--- src/rtl/instr_fetch_unit.sv ---
`default_nettype none
// ============================================================================
// instr_fetch_unit : fetch PC, in-order imem request channel, {pc,inst} FIFO,
//                    redirect flush with drain of in-flight responses.
// Optional macro   : FETCH_ALIGN_CHECK_EN (misaligned-redirect fault + HALT)
// Revision         : 1.0
// ============================================================================
module instr_fetch_unit #(
  parameter int unsigned       ADDR_W     = 32,
  parameter int unsigned       DATA_W     = 32,
  parameter logic [ADDR_W-1:0] RESET_PC   = '0,
  parameter int unsigned       FIFO_DEPTH = 2,
  parameter int unsigned       PC_STEP    = 4
) (
  input  logic              clk,
  input  logic              reset,
  output logic              imem_req_valid,
  input  logic              imem_req_ready,
  output logic [ADDR_W-1:0] imem_req_addr,
  input  logic              imem_rsp_valid,
  input  logic [DATA_W-1:0] imem_rsp_data,
  input  logic              redirect_valid,
  input  logic [ADDR_W-1:0] redirect_pc,
  output logic              inst_valid,
  input  logic              inst_ready,
  output logic [DATA_W-1:0] inst_data,
  output logic [ADDR_W-1:0] inst_pc,
  output logic              fetch_fault
);

  localparam int unsigned PTR_W = $clog2(FIFO_DEPTH);
  localparam int unsigned CNT_W = PTR_W + 1;
  localparam logic [CNT_W:0] DEPTH_C = (CNT_W+1)'(FIFO_DEPTH);

  typedef enum logic [1:0] {
    S_IDLE  = 2'd0,
    S_FETCH = 2'd1,
    S_DRAIN = 2'd2
`ifdef FETCH_ALIGN_CHECK_EN
    , S_HALT = 2'd3
`endif
  } state_t;

  state_t            state_q, state_d;
  logic [ADDR_W-1:0] fetch_pc_q, fetch_pc_d;
  logic [CNT_W-1:0]  outstanding_q, outstanding_d;
  logic [CNT_W-1:0]  fifo_cnt_q, fifo_cnt_d;
  logic [PTR_W-1:0]  fifo_rd_q, fifo_rd_d, fifo_wr_q, fifo_wr_d;
  logic [PTR_W-1:0]  tag_rd_q, tag_rd_d, tag_wr_q, tag_wr_d;

  logic [ADDR_W-1:0] tag_q       [FIFO_DEPTH];
  logic [ADDR_W-1:0] fifo_pc_q   [FIFO_DEPTH];
  logic [DATA_W-1:0] fifo_data_q [FIFO_DEPTH];

  logic has_credit, req_fire, rsp_fire, push, pop, halted, halt_req, redir;

  assign has_credit     = ({1'b0, fifo_cnt_q} + {1'b0, outstanding_q}) < DEPTH_C;
  assign imem_req_valid = (state_q == S_FETCH) && has_credit;
  assign imem_req_addr  = fetch_pc_q;
  assign req_fire       = imem_req_valid && imem_req_ready;
  assign rsp_fire       = imem_rsp_valid && (outstanding_q != '0);

  assign inst_valid = (fifo_cnt_q != '0);
  assign inst_data  = inst_valid ? fifo_data_q[fifo_rd_q] : '0;
  assign inst_pc    = inst_valid ? fifo_pc_q[fifo_rd_q]   : '0;
  assign pop        = inst_valid && inst_ready;

`ifdef FETCH_ALIGN_CHECK_EN
  logic fault_q;
  assign halted      = (state_q == S_HALT);
  assign halt_req    = redirect_valid && !halted && (redirect_pc[1:0] != 2'b00);
  assign fetch_fault = fault_q;

  always_ff @(posedge clk or negedge reset) begin
    if (!reset) fault_q <= 1'b0;
    else if (halt_req) fault_q <= 1'b1;
  end
`else
  assign halted      = 1'b0;
  assign halt_req    = 1'b0;
  assign fetch_fault = 1'b0;
`endif

  assign redir = redirect_valid && !halted;
  // Only responses landing in FETCH with no redirect are real; stale ones just retire a credit.
  assign push  = rsp_fire && (state_q == S_FETCH) && !redir;

  always_comb begin
    state_d       = state_q;
    fetch_pc_d    = fetch_pc_q;
    outstanding_d = outstanding_q + CNT_W'(req_fire) - CNT_W'(rsp_fire);
    fifo_cnt_d    = fifo_cnt_q + CNT_W'(push) - CNT_W'(pop);
    fifo_rd_d     = fifo_rd_q + PTR_W'(pop);
    fifo_wr_d     = fifo_wr_q + PTR_W'(push);
    tag_rd_d      = tag_rd_q + PTR_W'(push);
    tag_wr_d      = tag_wr_q + PTR_W'(req_fire);

    if (req_fire) fetch_pc_d = fetch_pc_q + ADDR_W'(PC_STEP);

    case (state_q)
      S_IDLE:  state_d = S_FETCH;
      S_FETCH: state_d = S_FETCH;
      S_DRAIN: if (outstanding_d == '0) state_d = S_FETCH;
`ifdef FETCH_ALIGN_CHECK_EN
      S_HALT:  state_d = S_HALT;
`endif
      default: state_d = S_IDLE;
    endcase

    if (redir) begin
      fetch_pc_d = redirect_pc;
      fifo_cnt_d = '0;
      fifo_rd_d  = '0;
      fifo_wr_d  = '0;
      tag_rd_d   = '0;
      tag_wr_d   = '0;
      state_d    = (outstanding_d != '0) ? S_DRAIN : S_FETCH;
`ifdef FETCH_ALIGN_CHECK_EN
      if (halt_req) state_d = S_HALT;
`endif
    end
  end

  always_ff @(posedge clk or negedge reset) begin
    if (!reset) begin
      state_q       <= S_IDLE;
      fetch_pc_q    <= RESET_PC;
      outstanding_q <= '0;
      fifo_cnt_q    <= '0;
      fifo_rd_q     <= '0;
      fifo_wr_q     <= '0;
      tag_rd_q      <= '0;
      tag_wr_q      <= '0;
    end else begin
      state_q       <= state_d;
      fetch_pc_q    <= fetch_pc_d;
      outstanding_q <= outstanding_d;
      fifo_cnt_q    <= fifo_cnt_d;
      fifo_rd_q     <= fifo_rd_d;
      fifo_wr_q     <= fifo_wr_d;
      tag_rd_q      <= tag_rd_d;
      tag_wr_q      <= tag_wr_d;
    end
  end

  // Storage needs no reset: occupancy counters gate every read.
  always_ff @(posedge clk) begin
    if (req_fire && !redir) tag_q[tag_wr_q] <= fetch_pc_q;
    if (push) begin
      fifo_pc_q[fifo_wr_q]   <= tag_q[tag_rd_q];
      fifo_data_q[fifo_wr_q] <= imem_rsp_data;
    end
  end

endmodule
`default_nettype wire

--- config.mk ---
export PLATFORM = sky130hd
export DESIGN_NAME = instr_fetch_unit
export DESIGN_NICKNAME = d
export VERILOG_FILES = /design/src/rtl/instr_fetch_unit.sv
export SDC_FILE = /design/constraint.sdc
export NUM_CORES = 1
export LEC_CHECK = 0
export CAP_MARGIN = 20
export CORE_UTILIZATION = 53
export DETAILED_ROUTE_END_ITERATION = 7
export MAX_ROUTING_LAYER = met4
export PLACE_DENSITY = 0.8
export SLEW_MARGIN = 25
export SYNTH_ARGS = -nofsm -noshare
export SYNTH_HDL_FRONTEND = slang
export SYNTH_SLANG_ARGS = --single-unit
--- constraint.sdc ---
create_clock -name clk -period 6.95 [get_ports clk]
set_clock_uncertainty 0.2 [all_clocks]
set_input_delay 1.39 -clock clk [delete_from_list [all_inputs] [get_ports clk]]
set_output_delay 1.39 -clock clk [all_outputs]
set_load 0.005 [all_outputs]
## Yosys cells after proc, flatten, opt, wreduce, memory -nomap -nowiden

Memories as Yosys holds them, arrays and structs flattened.
Cells that the tools add are included.

- RAM bits: 192
- Output and inout bits: 99
- Bits in registers: 42
- Memories kept: 3
- Bits of input ports: 70
- Logic and storage cells: 57

- Magnitude comparators: 1
- Reduce and logical (&&, ||, !) cells: 15
- Add/sub/neg operators: 10
- Multiplexer cells: 17
- Equality and inequality tests: 3

Memories:

| name | depth | bits a word | read ports | clocked after memory_dff | write ports | line | source |
|---|---|---|---|---|---|---|---|
| fifo_data_q | 2 | 32 | 1 | 0 | 1 | 53 | `logic [DATA_W-1:0] fifo_data_q [FIFO_DEPTH];` |
| fifo_pc_q | 2 | 32 | 1 | 0 | 1 | 52 | `logic [ADDR_W-1:0] fifo_pc_q [FIFO_DEPTH];` |
| tag_q | 2 | 32 | 1 | 0 | 1 | 51 | `logic [ADDR_W-1:0] tag_q [FIFO_DEPTH];` |

Operator list:

| kind | count |
|---|---|
| $mux W32 | 4 |
| $add A32 B3 Y32 const B | 1 |
| $mux W1 | 8 |
| $mux W2 | 4 |
| $reduce_bool A2 Y1 | 4 |
| $logic_and A1 B1 Y1 | 7 |
| $add A1 B1 Y1 | 4 |
| $add A2 B1 Y2 | 2 |
| $logic_not A2 Y1 | 2 |
| $pmux W2 S2 | 1 |
| $sub A2 B1 Y2 | 2 |
| $add A2 B2 Y3 | 1 |
| $lt A3 B2 Y1 const B | 1 |
| $ne A3 B3 Y1 const B | 1 |
| $eq A2 B1 Y1 const B | 1 |
| $eq A2 B2 Y1 const B | 1 |
| $reduce_or A2 Y1 | 1 |
| $logic_not A1 Y1 | 1 |

## Longest topological paths before layout

- Word-level depth: 10
- Depth in mapped cells: 12
- Gate-level depth less buffers: 12

## Worst setup path after synthesis

Ideal clock, no wire load.

- Path kind: input to register
- From: in imem_req_ready
- To: mem tag_q[1][0] (enable)
- Buffers on the path: 1
- Arrival: 4.306 ns
- Library setup time: 0.468 ns
- Data required time: 6.282 ns
- Stages: 3
- Slack: 1.976 ns
- Cells stage by stage: clkbuf_1 nand2_1 nor3b_1

- Cells in the longest elaborated chain, start to end: 4

RTL lines:

| element | line | source |
|---|---|---|
| from (decl) | 18 | `input logic imem_req_ready,` |
| $logic_and A1 B1 Y1 | 60 | `assign req_fire = imem_req_valid && imem_req_ready;` |
| $logic_and A1 B1 Y1 | 148 | `if (req_fire && !redir) tag_q[tag_wr_q] <= fetch_pc_q;` |
| $mux W1 | 148 |  |
| $mux W1 (implied by the code) | 148 |  |
| to (decl) | 51 |  |

Every way passes these cells.

## Worst setup path after layout

- From: reg fifo_cnt_q[0]
- To: out imem_req_valid

- Cells in the longest elaborated chain, start to end: 3

RTL lines:

| element | line | source |
|---|---|---|
| from (decl) | 47 | `logic [CNT_W-1:0] fifo_cnt_q, fifo_cnt_d;` |
| from (signal assigned) | 138 | `fifo_cnt_q <= fifo_cnt_d;` |
| $add A2 B2 Y3 | 57 | `assign has_credit = ({1'b0, fifo_cnt_q} + {1'b0, outstanding_q}) < DEPTH_C;` |
| $lt A3 B2 Y1 | 57 |  |
| $logic_and A1 B1 Y1 | 58 | `assign imem_req_valid = (state_q == S_FETCH) && has_credit;` |
| to (decl) | 17 | `output logic imem_req_valid,` |

Every way passes these cells.

==> impl_metrics.json <==
{
  "run_status": "complete, no violations",
  "fp.dieH_um": 136,
  "whs_ns": 0.307,
  "tightest_slew_ns": 0.931,
  "initialDrtViolationCount": 460,
  "synth-edff-count": 192,
  "utilization_pct": 70.4,
  "place_area_um2": 11400,
  "min_period_ns": 4.35,
  "r2r_end": "imem_req_addr[22]$_DFFE_PN0P_",
  "rsz0062_at_grt": "no",
  "wl_per_cell_um": 18.6,
  "clock_sinks": 234,
  "grt_max_degree": 66,
  "antenna_cells": 0,
  "worstSetupEndpoint": "imem_req_valid",
  "max_freq_mhz": 230,
  "ys_ff_latch": 234,
  "detail_route.vias_per_cell": 5.69,
  "finalNonFillerCells": 1036,
  "clockBufferDepth": 3,
  "ant_nets": 0,
  "yosys.area.top_type": "edfxtp_1",
  "synth_top_area_share_pct": 61.0,
  "grt_first_pass_wirelength_mm": 30.4,
  "crit_path_max_fanout": 9,
  "cp-start-kind": "register",
  "setup_viol": 0,
  "yosysWarnings": 0,
  "reg2regPathDepth": 7,
  "insertion_delay_ns": 0.51,
  "max_slew_margin_pct": 38.0,
  "grt_pass1_vias": 6021,
  "drtPass1Iterations": 5,
  "cts_made_buffers": 24,
  "timing.critical_path.from": "fifo_cnt_q[0]$_DFF_PN0_",
  "power_leakage_nw": 4.12,
  "n_fill_cell": 1128,
  "netlist_area_um2": 9450,
  "hpwl_mm": 12.0,
  "cp-end-kind": "primary output",
  "cp_slowest_cell": "or4b_4",
  "path_cells": "and2_1 -> fa_1 -> or4b_4 -> clkinv_2 -> clkdlybuf4s50_1",
  "final_layout_size_suffix_gt1_share_pct": 11.6,
  "port_buffers": 167,
  "arrival_ns": 2.76,
  "fin_area_um2": 12200,
  "hold_class": "register to register",
  "hold_buffers": 0,
  "syn_to_final_growth_pct": 29.3,
  "drc": 0,
  "cts_tree": "done",
  "clockRootBuffer": "clkbuf_16",
  "nNetsFinal": 872,
  "crit-reg2reg-launch": "fifo_cnt_q[0]$_DFF_PN0_",
  "async_flop_share_pct": 17.9,
  "dp_slack_ns": 3.05,
  "synthesis.nets": 704,
  "synth_area_leaders": "edfxtp_1 (61%), dfrtp_1 (11%), mux2i_1 (6.9%)",
  "cap_viol_max_count": 0,
  "postCtsSetupBuffers": 0,
  "hold_viol": 0,
  "vias": 5900,
  "start_util_pct": 54.5,
  "clk_pin_slew_ns": 0.06,
  "coreArea_um2": 17400,
  "gp_congestion": 0.905,
  "worstSetupPathType": "register to primary output",
  "slew_violations": 0,
  "netlist-cell-type-count": 42,
  "antenna_found_initial": 0,
  "fin_ws_ns": 2.60,
  "worstPathRequired_ns": 5.36,
  "cts_max_level": 1,
  "powerDensity_nw_per_um2": 354,
  "place_inst": 993,
  "synth_ff_type": "edfxtp_1",
  "finalPower_mw": 4.32,
  "grt_remaining_overflow": 0,
  "io_pins": 169,
  "synthCells": 626,
  "track_usage_pct": 22.4,
  "die_w_um": 136,
  "peakVddDrop_uv": 274,
  "num_rows": 48,
  "seq_area_frac_synth_pct": 72.1,
  "die_area_um2": 18400,
  "cts_resized": 0,
  "r2r_slack_ns": 3.37,
  "slowest_delay_ns": 0.57,
  "wirelength_mm": 19.3,
  "min_period_over_period_pct": 62.6,
  "syn_avg_cell_area_um2": 15.1,
  "setup_tns_ns": 0
}
## cell usage in the layout (no fill, tap or decap), types with 3 or more instances in the layout
cell type and n:
ha_1 5, dfrtp_1 41, clkinv_1 4, or3_1 4, nor2_1 89, clkbuf_1 3
xnor2_1 8, inv_1 10, or3_2 4, a31oi_1 21, mux2_2 35, nand3_1 10
and3_1 4, nand4_1 12, or4_1 14, clkbuf_16 25, and4_1 3, nand2_1 17
edfxtp_1 192, xor2_1 7, o21ai_0 15, clkinv_2 5, mux2i_1 65, buf_4 7
clkdlybuf4s50_1 166, bufinv_16 5, o31ai_1 13
## synth_stat cells, types with 2 or more instances
| cell | number |
|---|---|
| inv_1 | 10 |
| a31oi_1 | 21 |
| and3_1 | 4 |
| buf_1 | 8 |
| mux2_2 | 35 |
| or3_2 | 4 |
| nand4_1 | 12 |
| o21ai_0 | 15 |
| dfrtp_1 | 42 |
| or4_1 | 14 |
| o31a_1 | 2 |
| nor3_1 | 2 |
| and3_2 | 2 |
| clkbuf_1 | 20 |
| nand2_1 | 17 |
| nor2_1 | 90 |
| or3_1 | 4 |
| o31ai_1 | 13 |
| ha_1 | 7 |
| nand2b_1 | 2 |
| mux2i_1 | 65 |
| nand3_1 | 10 |
| and2_1 | 2 |
| xor2_1 | 7 |
| edfxtp_1 | 192 |
| xnor2_1 | 8 |
| and4_1 | 3 |
## layout make-up
cell class	count	area, um2	area share [%]
clock buffers	28	637	5.21
clock inverters	15	208	1.70
flip-flops and latches	234	6820	55.8
repair buffers	174	1730	14.2
multi-input cells	348	2500	20.4
inverters	12	46.3	0.379
well taps	225	282	2.30
## power breakdown
| part | internal, mW | switching, mW |
|---|---|---|
| registers | 1.66 | 0.132 |
| logic | 0.663 | 0.519 |
| clock network | 0.843 | 0.504 |
## sequential cells by signal, indices dropped and copies added, names as in the netlist, 2 cells and up
signal and cells:
fifo_cnt_q 2, outstanding_q 2, fifo_data_q 64, tag_q 64, imem_req_addr 32, fifo_pc_q 64
state_q 2
## critical path: cells and delay by family, from the launching register on
kind	cells	cell delay, ns
flops	1	0.42
buf+inv	2	0.64
fa+ha+maj	1	0.44
simple gates	2	0.75
## cells by family after synthesis
kind of cell	Yosys count	synth area share, %
mux	100	11.1
buf+inv	44	1.91
simple gates	171	8.79
xor+xnor	15	1.39
flops	234	72.1
fa+ha+maj	8	1.14
other cells	1	0.0397
compound gates	53	3.57
## worst min-delay path by stage
stage	startpoint	endpoint	slack [ns]	depth (start not counted)
4_1_cts	imem_req_addr[1]$_DFFE_PN0P_	tag_q[0][1]$_DFFE_PP_	0.31	0
3_3_place_gp	imem_req_addr[1]$_DFFE_PN0P_	tag_q[1][1]$_DFFE_PP_	0.27	0
3_5_place_dp	imem_req_addr[1]$_DFFE_PN0P_	tag_q[1][1]$_DFFE_PP_	0.30	0
6_report	imem_req_addr[1]$_DFFE_PN0P_	tag_q[0][1]$_DFFE_PP_	0.31	0
2_1_floorplan	state_q[0]$_DFFE_PN0P_	state_q[0]$_DFFE_PN0P_	0.26	1
5_1_grt	imem_req_addr[1]$_DFFE_PN0P_	tag_q[0][1]$_DFFE_PP_	0.33	0
## routing by layer
layer  vias up  track usage [%]  share of wire, %
met5         -                -                 0
met4         0             8.80               2.6
met3        44             3.82               6.8
met2       290             37.7                51
met1      2867             26.8                40
li1       2699                -                 -
Note: power is estimated with default switching activity, not from simulation.
